==> src/rtl/pipe_stage_buf.sv <==
`default_nettype none
// ============================================================================
// Module      : pipe_stage_buf
// Description : Pipeline stage register with valid/ready handshake, 2-entry
//               skid buffer, freeze (cpu_en), flush and optional performance
//               counters enabled by the PIPE_STAGE_PERF_EN macro.
// Revision    : 1.0 - initial release
// ============================================================================
module pipe_stage_buf #(
    parameter int DATA_W = 96,
    parameter int CTRL_W = 8,
    parameter int CNT_W  = 16
) (
    input  logic              clk,
    input  logic              rst,
    input  logic              cpu_en,
    input  logic              flush,
    input  logic              in_valid,
    output logic              in_ready,
    input  logic [CTRL_W-1:0] in_ctrl,
    input  logic [DATA_W-1:0] in_data,
    output logic              out_valid,
    input  logic              out_ready,
    output logic [CTRL_W-1:0] out_ctrl,
    output logic [DATA_W-1:0] out_data,
    output logic [1:0]        occupancy,
    output logic [CNT_W-1:0]  stall_cnt,
    output logic [CNT_W-1:0]  bubble_cnt
);

    // Encoding doubles as the occupancy count.
    typedef enum logic [1:0] {
        ST_EMPTY = 2'd0,
        ST_ONE   = 2'd1,
        ST_FULL  = 2'd2
    } state_t;

    state_t              r_state;
    state_t              w_state_nxt;
    logic [CTRL_W-1:0]   r_main_ctrl;
    logic [DATA_W-1:0]   r_main_data;
    logic [CTRL_W-1:0]   r_skid_ctrl;
    logic [DATA_W-1:0]   r_skid_data;

    logic w_push;
    logic w_pop;
    logic w_flush;
    logic w_load_main_in;
    logic w_load_main_skid;
    logic w_load_skid;

    // in_ready depends only on registered state (and reset), never on out_ready.
    assign in_ready  = (r_state != ST_FULL) && !rst;
    assign out_valid = (r_state != ST_EMPTY);
    assign occupancy = r_state;
    assign out_ctrl  = out_valid ? r_main_ctrl : '0;
    assign out_data  = r_main_data;

    assign w_push  = in_valid && in_ready && cpu_en;
    assign w_pop   = out_valid && out_ready && cpu_en;
    assign w_flush = flush && cpu_en;

    always_comb begin
        w_state_nxt      = r_state;
        w_load_main_in   = 1'b0;
        w_load_main_skid = 1'b0;
        w_load_skid      = 1'b0;
        if (w_flush) begin
            w_state_nxt = ST_EMPTY;
        end else begin
            case (r_state)
                ST_EMPTY: begin
                    if (w_push) begin
                        w_state_nxt    = ST_ONE;
                        w_load_main_in = 1'b1;
                    end
                end
                ST_ONE: begin
                    if (w_push && w_pop) begin
                        w_load_main_in = 1'b1;
                    end else if (w_push) begin
                        w_state_nxt = ST_FULL;
                        w_load_skid = 1'b1;
                    end else if (w_pop) begin
                        w_state_nxt = ST_EMPTY;
                    end
                end
                ST_FULL: begin
                    if (w_pop) begin
                        w_state_nxt      = ST_ONE;
                        w_load_main_skid = 1'b1;
                    end
                end
                default: w_state_nxt = ST_EMPTY;
            endcase
        end
    end

    always_ff @(posedge clk) begin
        if (rst) begin
            r_state     <= ST_EMPTY;
            r_main_ctrl <= '0;
            r_main_data <= '0;
            r_skid_ctrl <= '0;
            r_skid_data <= '0;
        end else begin
            r_state <= w_state_nxt;
            if (w_flush) begin
                // Payload is kept; only control is killed.
                r_main_ctrl <= '0;
                r_skid_ctrl <= '0;
            end else begin
                if (w_load_main_in) begin
                    r_main_ctrl <= in_ctrl;
                    r_main_data <= in_data;
                end else if (w_load_main_skid) begin
                    r_main_ctrl <= r_skid_ctrl;
                    r_main_data <= r_skid_data;
                end
                if (w_load_skid) begin
                    r_skid_ctrl <= in_ctrl;
                    r_skid_data <= in_data;
                end
            end
        end
    end

`ifdef PIPE_STAGE_PERF_EN
    logic [CNT_W-1:0] r_stall_cnt;
    logic [CNT_W-1:0] r_bubble_cnt;

    always_ff @(posedge clk) begin
        if (rst) begin
            r_stall_cnt  <= '0;
            r_bubble_cnt <= '0;
        end else if (cpu_en) begin
            if (out_valid && !out_ready && !flush && (r_stall_cnt != '1))
                r_stall_cnt <= r_stall_cnt + CNT_W'(1);
            if (!out_valid && (r_bubble_cnt != '1))
                r_bubble_cnt <= r_bubble_cnt + CNT_W'(1);
        end
    end

    assign stall_cnt  = r_stall_cnt;
    assign bubble_cnt = r_bubble_cnt;
`else
    assign stall_cnt  = '0;
    assign bubble_cnt = '0;
`endif

endmodule
`default_nettype wire

==> config.mk <==
export PLATFORM = sky130hd
export DESIGN_NAME = pipe_stage_buf
export DESIGN_NICKNAME = d
export VERILOG_FILES = /design/src/rtl/pipe_stage_buf.sv
export SDC_FILE = /design/constraint.sdc
export NUM_CORES = 1
export LEC_CHECK = 0
export BUFFER_PORTS_ARGS = -buffer_cell sky130_fd_sc_hd__buf_4
export CAP_MARGIN = 20
export CORE_AREA = 2 2 139 141
export DETAILED_ROUTE_END_ITERATION = 8
export DIE_AREA = 0 0 141 143
export GPL_TIMING_DRIVEN = 0
export PLACE_DENSITY_LB_ADDON = 0.3
export SYNTH_ARGS = -nofsm -noshare
export SYNTH_HDL_FRONTEND = slang
export SYNTH_SLANG_ARGS = --single-unit
==> constraint.sdc <==
create_clock -name clk -period 4.15 [get_ports clk]
set_input_delay 0.2075 -clock clk [delete_from_list [all_inputs] [get_ports clk]]
set_output_delay 0.2075 -clock clk [all_outputs]
set_load 0.05 [all_outputs]
# Word-level counts from Yosys, hierarchy flattened
# Index checks and enable logic that the tools add are counted.
# word_totals
output_inout_bits	140
regBits	210
# op_classes
eq_ne	7
n_mux	21
bitwise	1
n_reduce_logical	15
# ops
op	count
two-way mux 96 bit	2
two-way mux 8 bit	3
two-way mux 2 bit	5
two-way mux 1 bit	9
inequality test 2 bit, second input constant	4
logical AND 1 bit	7
one-hot mux 2 bit (3 select lines)	1
AND reduction 2 bit	2
AND reduction 4 bit	1
nonzero test 2 bit	2
inequality test 3 bit, second input constant	1
== test 2 x 1 -> 1 bit, second input constant	1
== test 2 bit, second input constant	1
logical NOT 2 bit	1
one-hot mux 1 bit (2 select lines)	1
OR reduction 2 bit	1
logical NOT 1 bit	1
NOT 1 bit	1

# Longest topological paths before layout
# depth
ltp_word	10
ltp_mapped	7
mapped_depth_nobuf	4

# Least setup slack after synthesis
# No wires, ideal clock.
# synth_path
path_type	register -> register
from	register r_state[0], in the netlist occupancy[0]
to	register r_skid_data[55]
stages_incl_launch_ff	8
synth_period_minus_slack_ns	1.948
n_path_buf	3
arrival_time_ns	1.816
slack_ns	2.202
t_required_ns	4.018
cell_sequence	dfxtp_1 nand2b_1 or4_1 buf_4 buf_6 buf_6 nand2_1 a21oi_1
# synth_via
elab_chain_len	9
word_cells_on_any_way	14
cone_classes	eq/ne: 2; mux: 4; reduce/logical: 8
# synth_rtl
item	line_no	text
from (decl)	38	state_t r_state;
from (signal assigned)	107	r_state <= w_state_nxt;
inequality test 2 bit	53	assign in_ready = (r_state != ST_FULL) && !rst;
logical AND 1 bit	53	
logical AND 1 bit (2 in a row)	59	assign w_push = in_valid && in_ready && cpu_en;
two-way mux 1 bit / logical AND 1 bit (equally long branches)	81, 79	
two-way mux 1 bit	79	if (w_push && w_pop) begin
two-way mux 1 bit *	71	case (r_state)
two-way mux 1 bit *	68	if (w_flush) begin
AND reduction 2 bit (no source line) *	-	
to (signal assigned)	122	r_skid_data <= in_data;
to (decl)	43	logic [DATA_W-1:0] r_skid_data;
# Every way passes the cells marked *; elsewhere a longest branch is shown, timed or not.
# A chain may end at the register's enable or synchronous reset.

# Worst setup path after layout
# layout_path
from	register r_state[1], in the netlist occupancy[1]
to	register r_skid_data[74]
# Same word-level chain as after synthesis.

==> flow_metrics.tcl <==
set metrics [dict create \
    holdPathStages 2 \
    cp-end-kind "flip-flop" \
    p_per_area_mw_per_mm2 385.0 \
    clk_pin_slew_ps 60 \
    drtPass1Iterations 5 \
    dp_cells 1453 \
    max_stage_delay_ps 580 \
    first_iter_violations 398 \
    antenna_found_initial 1 \
    die_w_microns 141 \
    grt_first_pass_wirelength_microns 39960 \
    area_growth_pct 46.31 \
    drtAntennaViolNets 0 \
    rsz0062_at_grt "false" \
    synth_cells 972 \
    relSlewSlack_pct 50.80 \
    drive_above_1_share_pct 23.61 \
    overflow 0 \
    whs_ps 18.88 \
    hold_violations 0 \
    synth-xor-area-share_pct 0.1066 \
    hold_class "input pin to flip-flop" \
    peakVddDrop_mv 0.3187 \
    min_period_ps 2233 \
    yosysTopAreaCell "dfxtp_1" \
    vias 8375 \
    cts_setup_buffers 0 \
    yosys.area_share.simple_pct 17.63 \
    synthArstFlopShare_pct 0 \
    finalSetupViolCount 0 \
    cts_sinks 210 \
    cap_viol_max_count 0 \
    synth_cell_types 33 \
    fmax_mhz 447.8 \
    grt_pass1_vias 7806 \
    path_cells "nand3b_1 > nor4_2 > buf_2 > buf_2 > nand2_1 > a21oi_1" \
    grtUsageTotal_pct 24.35 \
    synth_commonest_cells "dfxtp_1 (210), nand2_1 (196), a21oi_1 (194), nand3_1 (97), a22oi_1 (96)" \
    design_area_sq_mm 0.01202 \
    cpLargestDelayFamily "simple AND/OR/NAND/NOR gates" \
    synth-edff-count 0 \
    syn_avg_cell_area_sq_um 8.449 \
    crit_fanout 10 \
    synth.most_common_cell "dfxtp_1" \
    yosys_warnings 0 \
    grt_max_degree 14 \
    worstPathArrival_ps 2650 \
    vias_per_cell 5.238 \
    dp_hpwl_microns 16950 \
    critical_path_required_ps 4570 \
    root_buffer "clkbuf_16" \
    synthMuxAreaShare_pct 0 \
    fin_crit_sh_pct 53.81 \
    cts_tree "done" \
    status "finished, final reports clean" \
    crit_path_top_delay_cell "nor4_2" \
    skew_ps 4.012 \
    reg2reg_depth 6 \
    cts_buffer_depth 3 \
    drc_errors 0 \
    grtUsageMet3_pct 4.728 \
    critical_path_buf_inv_count 2 \
    start_util_pct 44.20 \
    synth-seq-cells 210 \
    place_congestion 0.7963 \
    die-area_sq_mm 0.02016 \
    slew_viol_final 0 \
    tns_ps 0 \
    cts_inserted_buffers 23 \
    synth_compound_area_share_pct 23.03 \
    placed_area_sq_mm 0.01024 \
    synth_area_leaders "dfxtp_1 (51%), a21oi_1 (12%), nand2_1 (9.0%)" \
    rows 50 \
    hold_path_end "occupancy[0]$_SDFFE_PP0P_" \
    synth_top_family_by_area "compound AO/OA/AOI/OAI gates" \
    io-pin-count 250 \
    top_usage_layer "met2" \
    worst_pin_slew_ps 738.0 \
    fin_nets 1458 \
    clk-insertion-delay-late_ps 490 \
    use_met2_pct 41.69 \
    yosysTopAreaCellShare_pct 51.19 \
    synth_area_sq_mm 0.008213 \
    core_area_sq_mm 0.01858 \
    crit_type "flip-flop to flip-flop" \
    cp_common_cell "buf_2" \
    htree_levels 1 \
    layout.cells.non_filler 1599 \
    hp-start "cpu_en" \
    cp-start-kind "flip-flop" \
    reg2reg_setup_slack_ps 1920 \
    ys_seq_area_share_pct 51.19 \
    wl_per_cell_microns 16.33 \
    use_met1_pct 32.06 \
    leakagePower_nw 4.690 \
    die_h_microns 143 \
    wirelength_microns 26100 \
    io_buffers 216 \
    synthFlopType "dfxtp_1" \
    synth_fa_ha_area_share_pct 0 \
    r2r-end "r_skid_data[74]$_SDFFE_PP0P_" \
    r2r-start "occupancy[1]$_SDFFE_PP0P_" \
]
-- worst register-to-register path, delay by kind of cell (launching register included) --
kind	cells	cell delay (ps)
AND/OR/NAND/NOR	3	920
buffers and inverters	2	720
flip-flops	1	380
AO/OA/AOI/OAI	1	140
-- flip-flops by register name, summed over array words and instances, names as in the netlist --
signal       flops
r_skid_ctrl      8
out_data        96
r_main_ctrl      8
occupancy        2
r_skid_data     96
-- power breakdown --
group | internal [mW] | switching [mW]
combinational | 0.233 | 0.347
sequential | 2.05 | 0.0204
clock | 1.18 | 0.801
-- metrics by stage --
stage	total power, mW	util [%]	setup slack (ps)
5_1_grt	4.775	64.67	1739
6_report	4.627	64.67	1917
2_1_floorplan	2.414	-	2202
3_5_place_dp	2.608	55.13	1898
4_1_cts	4.650	64.66	1876
3_3_place_gp	2.605	55.13	1955
-- cell type report --
class,instances,area [sq um]
fillers,1540,6564
clock buffers,35,670.6
diodes,1,2.502
repair buffers,320,2663
multi-input cells,669,3468
flip-flops and latches,210,4204
well taps,234,292.8
inverters,2,7.507
plain buffers,122,649.4
clock inverters,6,58.81
-- how the worst max path moves through the flow --
stage | startpoint | slack, ps | cells after the start | end
6_report | occupancy[1]$_SDFFE_PP0P_ | 1920 | 6 | r_skid_data[74]$_SDFFE_PP0P_
2_1_floorplan | occupancy[0]$_SDFFE_PP0P_ | 2200 | 7 | r_skid_data[55]$_SDFFE_PP0P_
3_5_place_dp | occupancy[1]$_SDFFE_PP0P_ | 1900 | 6 | r_skid_data[72]$_SDFFE_PP0P_
4_1_cts | occupancy[1]$_SDFFE_PP0P_ | 1880 | 6 | r_skid_data[91]$_SDFFE_PP0P_
3_3_place_gp | occupancy[1]$_SDFFE_PP0P_ | 1950 | 6 | r_skid_data[69]$_SDFFE_PP0P_
5_1_grt | occupancy[1]$_SDFFE_PP0P_ | 1740 | 6 | r_skid_data[91]$_SDFFE_PP0P_
-- cells by family (layout without fill, tap and decap cells) --
family / Yosys count / count (layout)
AND/OR/NAND/NOR: 326 / 326
AO/OA/AOI/OAI: 310 / 310
flip-flops: 210 / 210
buffers and inverters: 124 / 485
other: 1 / 33
XOR/XNOR: 1 / 1
-- layer usage --
metal | routed length [microns] | share of wire, %
met5 | 0 | 0
met4 | 475 | 1.8
met3 | 1774 | 6.8
met2 | 12670 | 49
met1 | 11190 | 43
-- layout by cell type (no fill, tap or decap), drive strengths merged, types with 2 or more instances in the layout --
cell type	netlist	layout
a22oi	96	96
nand2b	2	2
nand3	97	97
a221o	8	8
nor2	3	3
nor3b	8	8
conb	1	32
a21oi	194	194
dfxtp	210	210
nor2b	10	10
o221a	8	8
inv	2	3
nand3b	2	2
clkinv	0	4
clkbuf	55	90
nand2	196	196
dlygate4sd3	0	104
buf	67	283
-- repair_timing --
item | 4_1_cts | 5_1_grt
hold endpoints to repair | 154 | 0
gates resized for setup | 0 | 0
hold buffers | 104 | 0
No activity file was read; power rests on OpenSTA's default activity.
